### src/rtl/softmax_norm.sv
// softmax_norm: buffers one vector of N exp values, then emits exp_i/sum as Q0.16 via a bit-serial restoring divider.
// Optional macro SOFTMAX_ROUND_EN: one extra quotient bit and round-half-up instead of truncation.
module softmax_norm #(
   parameter int unsigned N  = 16,
   parameter int unsigned W  = 32,
   parameter int unsigned QW = 16,
   parameter int unsigned CW = $clog2(N)
) (
   input  logic          clk,
   input  logic          reset,
   input  logic [W-1:0]  exp_in,
   input  logic          exp_valid,
   output logic          exp_ready,
   output logic [QW-1:0] prob,
   output logic [CW-1:0] prob_idx,
   output logic          prob_valid,
   input  logic          prob_ready,
   output logic          sum_zero,
   output logic          done
);

   localparam int unsigned SUMW = W + CW;
`ifdef SOFTMAX_ROUND_EN
   localparam int unsigned K = QW + 2;
`else
   localparam int unsigned K = QW + 1;
`endif
   localparam int unsigned SW = $clog2(K);

   typedef enum logic [1:0] {IDLE, COLLECT, DIVIDE, OUTPUT} state_t;

   state_t          state_q, state_d;
   logic [W-1:0]    mem_q [N];
   logic [CW-1:0]   cnt_q, cnt_d;
   logic [CW-1:0]   idx_q, idx_d;
   logic [SUMW-1:0] sum_q, sum_d;
   logic [SUMW-1:0] rem_q, rem_d;
   logic [K-1:0]    dbits_q, dbits_d;
   logic [K-1:0]    quo_q, quo_d;
   logic [SW-1:0]   step_q, step_d;
   logic            init_q, init_d;
   logic            exp_ready_q, exp_ready_d;
   logic [QW-1:0]   prob_q, prob_d;
   logic            prob_valid_q, prob_valid_d;
   logic            sum_zero_q, sum_zero_d;
   logic            done_q, done_d;

   logic            mem_we_c;
   logic            ge_c;
   logic [W-1:0]    cur_c;
   logic [SUMW:0]   rem_sh_c;
   logic [SUMW:0]   rem_sub_c;
   logic [K-1:0]    quo_nx_c;
   logic [QW:0]     q_fin_c;

   // One restoring step: shift in the next dividend bit, subtract the sum if it fits.
   assign cur_c     = mem_q[idx_q];
   assign rem_sh_c  = {rem_q, dbits_q[K-1]};
   assign ge_c      = (rem_sh_c >= {1'b0, sum_q});
   assign rem_sub_c = rem_sh_c - {1'b0, sum_q};
   assign quo_nx_c  = {quo_q[K-2:0], ge_c};

`ifdef SOFTMAX_ROUND_EN
   logic [K:0] q_inc_c;
   assign q_inc_c = {1'b0, quo_nx_c} + (K+1)'(1);
   assign q_fin_c = (QW+1)'(q_inc_c >> 1);
`else
   assign q_fin_c = quo_nx_c;
`endif

   always_comb begin
      state_d      = state_q;
      cnt_d        = cnt_q;
      idx_d        = idx_q;
      sum_d        = sum_q;
      rem_d        = rem_q;
      dbits_d      = dbits_q;
      quo_d        = quo_q;
      step_d       = step_q;
      init_d       = init_q;
      prob_d       = prob_q;
      prob_valid_d = prob_valid_q;
      sum_zero_d   = sum_zero_q;
      done_d       = 1'b0;
      mem_we_c     = 1'b0;

      case (state_q)
         IDLE: begin
            if (exp_valid && exp_ready_q) begin
               mem_we_c   = 1'b1;
               sum_d      = SUMW'(exp_in);
               cnt_d      = CW'(1);
               sum_zero_d = 1'b0;
               state_d    = COLLECT;
            end
         end
         COLLECT: begin
            if (exp_valid && exp_ready_q) begin
               mem_we_c = 1'b1;
               sum_d    = sum_q + SUMW'(exp_in);
               if (cnt_q == CW'(N-1)) begin
                  cnt_d   = '0;
                  idx_d   = '0;
                  init_d  = 1'b1;
                  state_d = DIVIDE;
               end else begin
                  cnt_d = cnt_q + CW'(1);
               end
            end
         end
         DIVIDE: begin
            if (init_q) begin
               // Quotient is at most 2^QW since each element is part of the sum,
               // so the top dividend bits collapse into an initial remainder of elem>>1.
               init_d = 1'b0;
               if (sum_q == '0) begin
                  prob_d       = '0;
                  prob_valid_d = 1'b1;
                  sum_zero_d   = 1'b1;
                  state_d      = OUTPUT;
               end else begin
                  rem_d          = SUMW'(cur_c >> 1);
                  dbits_d        = '0;
                  dbits_d[K-1]   = cur_c[0];
                  quo_d          = '0;
                  step_d         = '0;
               end
            end else begin
               rem_d   = ge_c ? SUMW'(rem_sub_c) : SUMW'(rem_sh_c);
               dbits_d = {dbits_q[K-2:0], 1'b0};
               quo_d   = quo_nx_c;
               step_d  = step_q + SW'(1);
               if (step_q == SW'(K-1)) begin
                  prob_d       = q_fin_c[QW] ? '1 : q_fin_c[QW-1:0];
                  prob_valid_d = 1'b1;
                  state_d      = OUTPUT;
               end
            end
         end
         OUTPUT: begin
            if (prob_valid_q && prob_ready) begin
               prob_valid_d = 1'b0;
               if (idx_q == CW'(N-1)) begin
                  idx_d   = '0;
                  done_d  = 1'b1;
                  state_d = IDLE;
               end else begin
                  idx_d   = idx_q + CW'(1);
                  init_d  = 1'b1;
                  state_d = DIVIDE;
               end
            end
         end
         default: state_d = IDLE;
      endcase

      exp_ready_d = (state_d == IDLE) || (state_d == COLLECT);
   end

   always_ff @(posedge clk or posedge reset) begin
      if (reset) begin
         state_q      <= IDLE;
         cnt_q        <= '0;
         idx_q        <= '0;
         sum_q        <= '0;
         rem_q        <= '0;
         dbits_q      <= '0;
         quo_q        <= '0;
         step_q       <= '0;
         init_q       <= 1'b0;
         exp_ready_q  <= 1'b1;
         prob_q       <= '0;
         prob_valid_q <= 1'b0;
         sum_zero_q   <= 1'b0;
         done_q       <= 1'b0;
      end else begin
         state_q      <= state_d;
         cnt_q        <= cnt_d;
         idx_q        <= idx_d;
         sum_q        <= sum_d;
         rem_q        <= rem_d;
         dbits_q      <= dbits_d;
         quo_q        <= quo_d;
         step_q       <= step_d;
         init_q       <= init_d;
         exp_ready_q  <= exp_ready_d;
         prob_q       <= prob_d;
         prob_valid_q <= prob_valid_d;
         sum_zero_q   <= sum_zero_d;
         done_q       <= done_d;
      end
   end

   // Vector buffer; cnt is zero in IDLE so the first element lands in entry 0.
   always_ff @(posedge clk or posedge reset) begin
      if (reset) begin
         for (int i = 0; i < N; i++) mem_q[i] <= '0;
      end else if (mem_we_c) begin
         mem_q[cnt_q] <= exp_in;
      end
   end

   assign exp_ready  = exp_ready_q;
   assign prob       = prob_q;
   assign prob_idx   = idx_q;
   assign prob_valid = prob_valid_q;
   assign sum_zero   = sum_zero_q;
   assign done       = done_q;

endmodule

### config.mk
export PLATFORM = sky130hd
export DESIGN_NAME = softmax_norm
export DESIGN_NICKNAME = d
export VERILOG_FILES = /design/src/rtl/softmax_norm.sv
export SDC_FILE = /design/constraint.sdc
export NUM_CORES = 1
export LEC_CHECK = 0
export BUFFER_PORTS_ARGS = -buffer_cell sky130_fd_sc_hd__buf_2
export CORE_MARGIN = 4
export CORE_UTILIZATION = 50
export DETAILED_ROUTE_END_ITERATION = 12
export HOLD_SLACK_MARGIN = 0.03
export PLACE_DENSITY = 0.69
export SLEW_MARGIN = 20
export SYNTH_ARGS = -nofsm -noshare
export SYNTH_HDL_FRONTEND = slang
export SYNTH_SLANG_ARGS = --single-unit
### constraint.sdc
create_clock -name clk -period 25 [get_ports clk]
set_input_delay 1.25 -clock clk [delete_from_list [all_inputs] [get_ports clk]]
set_output_delay 1.25 -clock clk [all_outputs]
set_load 0.01 [all_outputs]
# Word level (Yosys, flattened, before mapping)
# Cells that the tools add are included.
word_totals:
  register_bits: 653
  inputBits: 36
op_classes:
  n_addsub: 5
  magnitude_cmp: 4
  eq_ne: 18
  n_mux: 58
  bitwise: 2
  n_reduce_logical: 21
ops:
  columns: ["op", "count"]
  rows:
  - ["$bwmux W512", 1]
  - ["$mux W36", 5]
  - ["$bmux W32 S4", 1]
  - ["$demux W32 S4", 1]
  - ["$mux W16", 6]
  - ["$mux W32", 3]
  - ["$pmux W36 S2", 1]
  - ["$ge A37 B36 Y1", 1]
  - ["$add A36 B32 Y36", 1]
  - ["$logic_not A36 Y1", 1]
  - ["$sub A36 B36 Y36", 1]
  - ["$mux W17", 2]
  - ["$mux W4", 7]
  - ["$mux W2", 8]
  - ["$ne A2 B2 Y1 const B", 8]
  - ["$pmux W4 S2", 2]
  - ["$mux W1", 15]
  - ["$reduce_and A4 Y1", 3]
  - ["$ge A5 B5 Y1 const B", 2]
  - ["$mux W5", 2]
  - ["$not A4 Y5", 2]
  - ["$reduce_bool A2 Y1", 5]
  - ["$add A4 B1 Y4 const B", 2]
  - ["$eq A4 B4 Y1 const B", 2]
  - ["18 further kinds", 26]

# Logic depth before layout (Yosys ltp)
# Gate-level depths: netlist (run 1).
logic_depth:
  depth_word: 6
  ltp_mapped: 15

# Worst setup path after synthesis (run 1)
# OpenSTA, ideal clock, no wires.
synth_timing:
  path_kind: "input to register"
  start: "input port exp_in[1]"
  end: "register sum_q[28]"
  setup_ps: 77
  arrival_ps: 3509
  required_ps: 24923
  setup_slack_ps: 21414
  cell_stages: 12
  path_buffers: 1
  path_cell_list: "inv_1 -> clkbuf_1 -> fa_1 -> nor2b_1 -> o31ai_1 -> a2111oi_2 -> o21bai_1 -> nand2_1 -> a41oi_1 -> xor2_1 -> a311o_1 -> o21ai_1"
synth_between:
  elab_chain_cells: 3
synth_rtl:
  columns: ["element", "line_no", "text"]
  rows:
  - ["start: declaration", "11", "input logic [W-1:0] exp_in,"]
  - ["$add A36 B32 Y36", "100", "sum_d = sum_q + SUMW'(exp_in);"]
  - ["$mux W36", "98", "if (exp_valid && exp_ready_q) begin"]
  - ["$pmux W36 S2", "87", "case (state_q)"]
  - ["end signal: assignment", "180", "sum_q <= sum_d;"]
  - ["end: declaration", "36", "logic [SUMW-1:0] sum_q, sum_d;"]
# No other way between the ends. The select of a mux whose other input is x is not followed.
# A chain may end at the register's enable or synchronous reset.

# Final worst setup path (run 1)
layout_timing:
  start: "register idx_q[0] (netlist: prob_idx[0])"
  end: "output port prob_idx[0]"
layout_rtl:
  columns: ["element", "line_no", "text"]
  rows:
  - ["start: declaration", "35", "logic [CW-1:0] idx_q, idx_d;"]
  - ["start signal: assignment", "179", "idx_q <= idx_d;"]
  - ["end: declaration", "15", "output logic [CW-1:0] prob_idx,"]
# No word-level cell between the ends.

==> metrics.md, run 1 <==
| Metric | Value |
|---|---|
| Status | completed |
| Tightest Hold Check Type | flop to flop |
| Share of flip-flops with an asynchronous set or reset | 1.00 |
| Share of the synthesized area in the top cell type | 0.491 |
| Critical Path Sink | prob_idx[0] |
| Critical path startpoint | prob_idx[0]$_DFFE_PP0P_ |
| Max Clock Skew | roughly 30 ps |
| Final Critical Period | approximately 4000 ps |
| #FFs+latches synth | ~640 |
| DRC | 0 |
| RSZ-0062 raised after global routing | no |
| Post-synthesis instance total | about 2500 |
| Crit Reg-Reg Startpoint | sum_q[18]$_DFFE_PP0P_ |
| Hold Violations, Final | 0 |
| PostCTS Resize Cnt | 0 |
| Global Route Usage Sum | 0.242 |
| CP required | 23750 ps |
| Slowest library cell on the worst path | dfrtp_4 |
| Synth area leader | dfrtp_1 |
| Total CTS buffers | between 60 and 70 |
| Die Span Y | roughly 260 µm |
| Row count | 93 |
| Final GP Congestion | about 0.95 |
| ANT nets after route | 0 |
| Reg2Reg Depth | 11 |
| Initial core utilization | 0.504 |
| Vias per cell | approximately 6.3 |
| Largest net degree at the start of global routing | between 200 and 250 |
| Max-cap check violation count | 0 |
| Max_slew headroom | 0.324 |
| Sink Count | 637 |
| Setup_tns | 0 ps |
| EDFF count, synth | 0 |
| Post-Route WL | ~84000 µm |
| Maximum vdd drop | 0.0671 mV |
| WS Path Type | flop to output pin |
| Initial antenna violation count | 4 |
| Synth warn | 0 |
| CP peak stage delay | 940 ps |
| Pwr dens | ~130 nW/µm² |
| Vias in the first global route | about 22000 |
| Post-DP HPWL | about 54000 µm |
| Die width | 263 µm |
| Top post-synthesis cells by count | dfrtp_1 (636), mux2_2 (499), mux4_2 (160) |
| CTS tree | yes |
| Count leader, synth | dfrtp_1 |
| Leakage | 16.1 nW |
| I/O Buffers | 59 |
| Syn Area/Cell | 12.9 µm² |
| IO Pins | 60 |
| Die area | about 69000 µm² |
| Initial DRC Count | about 1900 |
| # setup viols final | 0 |
| Slew @ Worst Pin | 1010 ps |
| FF-to-FF End | rem_q[29]$_DFFE_PP0P_ |
| Overall Power | between 4 and 5 mW |
| Clock Latency Late Sink | ~600 ps |
| Cell area after synthesis | between 30000 and 40000 µm² |
| Crit end category | output pin |
| First-pass GRT wire length | about 130000 µm |
| Seq/Total Area, Yosys | 0.492 |
| Layout cells sized above 1 | 0.353 |
| Nets | 2620 |
| Synth top area cells | dfrtp_1 (49%), mux2_2 (17%), mux4_2 (11%) |
| Routed len/inst | 24.7 µm |
| Netlist cell types | 80 |
| Clk root buf | clkbuf_16 |
| Setup bufs post-CTS | 0 |
| Clock buffer depth | 3 |
| WP data arrival | 2740 ps |
| H-tree levels | 3 |
| CTS Hold Bufs | 0 |
| Clock transition at path regs | about 60 ps |
| Worst-path cell chain | buf_4 -> buf_2 |
| Fmax | between 200 and 300 MHz |
| Core ar. | approximately 64000 µm² |
| Vias | between 20000 and 25000 |
| Main synth FF type | dfrtp_1 |
| CP Launch Type | flop |
| Net Count, Synth | between 2000 and 3000 |
| Total gr overflow | 0 |
| Pre-antenna DRT Iters | 6 |
| Max Slew Vio Count | 0 |
| Slack of the worst reg-to-reg path | about 21000 ps |
| Area Overhead vs Synth | 9.96% |
| Crit path max fanout | 49 |
| Final period util | 0.160 |
area by class of cell:
class	instances	area, µm²
clock buffers	93	1880
fillers	5173	28700
inverters	71	274
diodes	2	5.00
clock inverters	20	297
flip-flops and latches	637	16000
repair buffers	98	644
well taps	855	1070
multi-input cells	1631	15500
registers in the layout, indices dropped and copies added (netlist names):
name        count
step_q          5
mem_q         512
init_q          1
state_q         2
prob_valid      1
sum_zero        1
cnt_q           4
dbits_q         1
done            1
rem_q          36
quo_q          16
sum_q          36
prob           16
prob_idx        4
exp_ready       1
worst min-delay path by stage:
stage / startpoint / end / slack, ps / depth (start not counted)
after floorplan: mem_q[161]$_DFFE_PP0P_ / mem_q[161]$_DFFE_PP0P_ / 440 / 2
after global placement: mem_q[161]$_DFFE_PP0P_ / mem_q[161]$_DFFE_PP0P_ / 460 / 2
after detailed placement: mem_q[33]$_DFFE_PP0P_ / mem_q[33]$_DFFE_PP0P_ / 470 / 2
after CTS: prob[15]$_DFFE_PP0P_ / prob[15]$_DFFE_PP0P_ / 480 / 2
after global routing: mem_q[33]$_DFFE_PP0P_ / mem_q[33]$_DFFE_PP0P_ / 500 / 2
final: mem_q[289]$_DFFE_PP0P_ / mem_q[289]$_DFFE_PP0P_ / 480 / 2
cell families (layout without fill, tap and decap cells):
family                   after synthesis  in the layout  synth area share
AO/OA/AOI/OAI                        430            430            0.0840
XOR/XNOR                              53             53            0.0143
adder cells (fa/ha/maj)               77             77            0.0302
buffers and inverters                252            282            0.0309
flip-flops                           637            637             0.492
multiplexers                         684            684             0.293
other                                  0              2                 0
AND/OR/NAND/NOR                      387            387            0.0561
critical path: cells and delay by family, from the launching register on:
| family | cells | cell delay, ps |
|---|---|---|
| DFF | 1 | 940 |
| buffers and inverters | 2 | 1100 |
report_power, final:
| group | internal (mW) | total (mW) | switching, mW | leakage, nW |
|---|---|---|---|---|
| logic | 0.970 | 1.94 | 0.969 | 6.83 |
| clock network | 0.597 | 1.00 | 0.405 | 1.06 |
| registers | 1.47 | 1.75 | 0.279 | 8.19 |
| total | 3.04 | 4.69 | 1.65 | 16.1 |
cell usage in the layout (no fill, tap or decap), types with 9 or more instances in the layout:
master,n
nor3_1,24
o221ai_1,13
nor4_1,15
and3_1,11
o22ai_1,9
mux2_2,499
nand4_1,23
o21ai_1,24
a21o_1,32
mux2i_1,18
a22o_1,18
clkbuf_16,69
a21oi_1,111
nand2_2,17
mux4_2,160
nand3_1,32
clkbuf_1,18
buf_4,35
o21ai_0,117
nand2_1,117
nand2b_1,13
xnor2_1,30
nor2_1,89
ha_1,75
o21bai_1,9
buf_2,59
xor2_1,23
dfrtp_1,630
inv_1,69
layer usage:
metal | wire [µm] | share of wire | global-route usage | vias to the layer above
met1 | 36700 | 0.44 | 0.342 | 11200
met4 | 2070 | 0.025 | 0.0678 | 2
li1 | - | - | - | 9316
met3 | 5130 | 0.061 | 0.0378 | 144
met5 | 13 | 0.00015 | 0 | -
met2 | 40200 | 0.48 | 0.394 | 659
stage by stage:
| step | utilization | hold slack (ps) | instances | setup WS, ps | cell area, µm² |
|---|---|---|---|---|---|
| detailed placement | 0.519 | 467 | 3290 | 20720 | 33400 |
| global route | 0.554 | 499 | 3405 | 20720 | 35700 |
| floorplan | - | 445 | 2520 | 5910 | 32400 |
| finish | 0.554 | 479 | 3407 | 21010 | 35700 |
| global placement | 0.519 | 457 | 3290 | 20760 | 33400 |
| CTS | 0.553 | 480 | 3403 | 20860 | 35600 |
(Power assumes the default switching activity.)
==> run 2: changes to the inputs <==
==> constraint.sdc (replaced) <==
create_clock -name clk -period 4.1 [get_ports clk]
set_input_delay 0.205 -clock clk [delete_from_list [all_inputs] [get_ports clk]]
set_output_delay 0.205 -clock clk [all_outputs]
set_load 0.01 [all_outputs]
==> run 2 against run 1 <==
  * Via count rose by 1.4%
  * Clock skew fell by 7.2 ps
  * Worst hold slack got worse by 400 ps
  * Core utilization rose by 0.59 points
  * First-iteration DRC count fell by 7.1%
  * Die area did not move
  * Critical path type is now flop to flop
  * Critical endpoint is now rem_q[3]$_DFFE_PP0P_
  * Highest routed layer unchanged
==> metrics.md, run 2 (synthesized netlist as in run 1, its figures left out) <==
| Metric | Value |
|---|---|
| Status | completed |
| Vias per cell | approximately 6.3 |
| Clk root buf | clkbuf_16 |
| Pwr dens | just over 800 nW/µm² |
| Core ar. | roughly 64000 µm² |
| PostCTS Resize Cnt | 0 |
| I/O Buffers | around 60 |
| Die width | 263 µm |
| Setup_tns | 0 ps |
| Routed len/inst | 25.6 µm |
| Initial antenna violation count | 2 |
| RSZ-0062 raised after global routing | no |
| ANT nets after route | 0 |
| Leakage | roughly 16 nW |
| Overall Power | between 20 and 30 mW |
| # setup viols final | 0 |
| Post-Route WL | between 80000 and 90000 µm |
| CTS Hold Bufs | 3 |
| Hold_ws | ~83 ps |
| Max_slew headroom | 0.331 |
| Max reg flops | 512 |
| Die Span Y | 263 µm |
| Area Overhead vs Synth | 11.1% |
| CP peak stage delay | about 460 ps |
| Hold Path Origin | exp_in[10] |
| Crit Reg-Reg Startpoint | sum_q[30]$_DFFE_PP0P_ |
| Vias | 21700 |
| Row count | 93 |
| Nets | 2645 |
| Critical path startpoint | sum_q[30]$_DFFE_PP0P_ |
| Crit path max fanout | 16 |
| Layout cells sized above 1 | 0.359 |
| Setup bufs post-CTS | 0 |
| DRC | 0 |
| Vias in the first global route | 22900 |
| Final GP Congestion | around 1 |
| WP data arrival | slightly above 4000 ps |
| Hold Violations, Final | 0 |
| IO Pins | 60 |
| Post-DP HPWL | around 56000 µm |
| CP Launch Type | flop |
| Initial core utilization | 0.504 |
| CP delay by family, top | simple AND/OR/NAND/NOR gates |
| WHS Path Cells | 2 |
| WS Path Type | flop to flop |
| Clock transition at path regs | around 60 ps |
| Commonest non-fill, non-tap cell in the layout | dfrtp_1 |
| Fmax | 274 MHz |
| Most frequent cells in the layout | dfrtp_1 (630), mux2_2 (499), mux4_2 (160) |
| Top flop regs | mem_q x512, rem_q x36, sum_q x36 |
| Clock buffer depth | 3 |
| Slew @ Worst Pin | 1000 ps |
| Initial DRC Count | about 1700 |
| CTS tree | yes |
| Reg2Reg Depth | 12 |
| First-pass GRT wire length | 138000 µm |
| H-tree levels | 3 |
| Max Slew Vio Count | 0 |
| CP bufs+invs | 2 |
| Clock Latency Late Sink | between 600 and 700 ps |
| WP depth | 12 |
| Max-cap check violation count | 0 |
| Slowest library cell on the worst path | ha_1 |
| Sink Count | 637 |
| Die area | 69000 µm² |
| Max Clock Skew | roughly 23 ps |
| Total CTS buffers | 67 |
| CP required | ~4600 ps |
| Largest net degree at the start of global routing | between 100 and 150 |
| Reg with most FFs | mem_q |
| Final period util | 0.889 |
| Final Critical Period | approximately 3600 ps |
| Pre-antenna DRT Iters | 5 |
| Worst-path cell chain | inv_1 -> ha_1 -> nand4_1 -> nor3_1 -> nand2b_1 -> or2_0 -> o31ai_2 -> or2_1 -> buf_4 -> mux2_4 -> mux2i_1 -> o21ai_1 |
| Maximum vdd drop | 0.305 mV |
| Global Route Usage Sum | 0.256 |
| Crit end category | flop |
| Tightest Hold Check Type | input pin to flop |
| Total gr overflow | 0 |
[run 2: area by class of cell]
class | instances | area (µm²)
diodes | 1 | 2.50
multi-input cells | 1631 | 15600
fillers | 5109 | 28300
well taps | 855 | 1070
inverters | 71 | 270
flip-flops and latches | 637 | 16000
repair buffers | 124 | 1020
clock buffers | 103 | 1980
clock inverters | 16 | 191
[run 2: final timing paths]
check / end / slack, ps
hold reg to reg: mem_q[97]$_DFFE_PP0P_ / 480
setup reg to reg: rem_q[3]$_DFFE_PP0P_ / 450
hold / removal: mem_q[106]$_DFFE_PP0P_ / 80
max in group asynchronous: mem_q[7]$_DFFE_PP0P_ / 2490
min in group asynchronous: mem_q[188]$_DFFE_PP0P_ / 370
setup / recovery: rem_q[3]$_DFFE_PP0P_ / 450
[run 2: layer usage]
metal  vias up  GRT usage  wire length [µm]
li1       9413          -                 -
met3       189     0.0455              4970
met4         2     0.0925              3210
met5         -          0                16
met2       657      0.419             42000
met1     11400      0.346             37800
[run 2: metrics by stage]
stage	area [µm²]	worst slack, ps	std cells	util
6_report	36000	454	3438	0.560
5_1_grt	36000	188	3438	0.560
4_1_cts	36000	487	3437	0.560
3_5_place_dp	33800	505	3315	0.526
3_3_place_gp	33800	543	3315	0.526
2_1_floorplan	32400	-4800	2520	-
[run 2: power by group]
group / internal [mW] / switching (mW)
Clock: 3.54 / 2.54
Combinational: 6.11 / 6.05
Sequential: 8.97 / 1.79
Total: 18.6 / 10.4
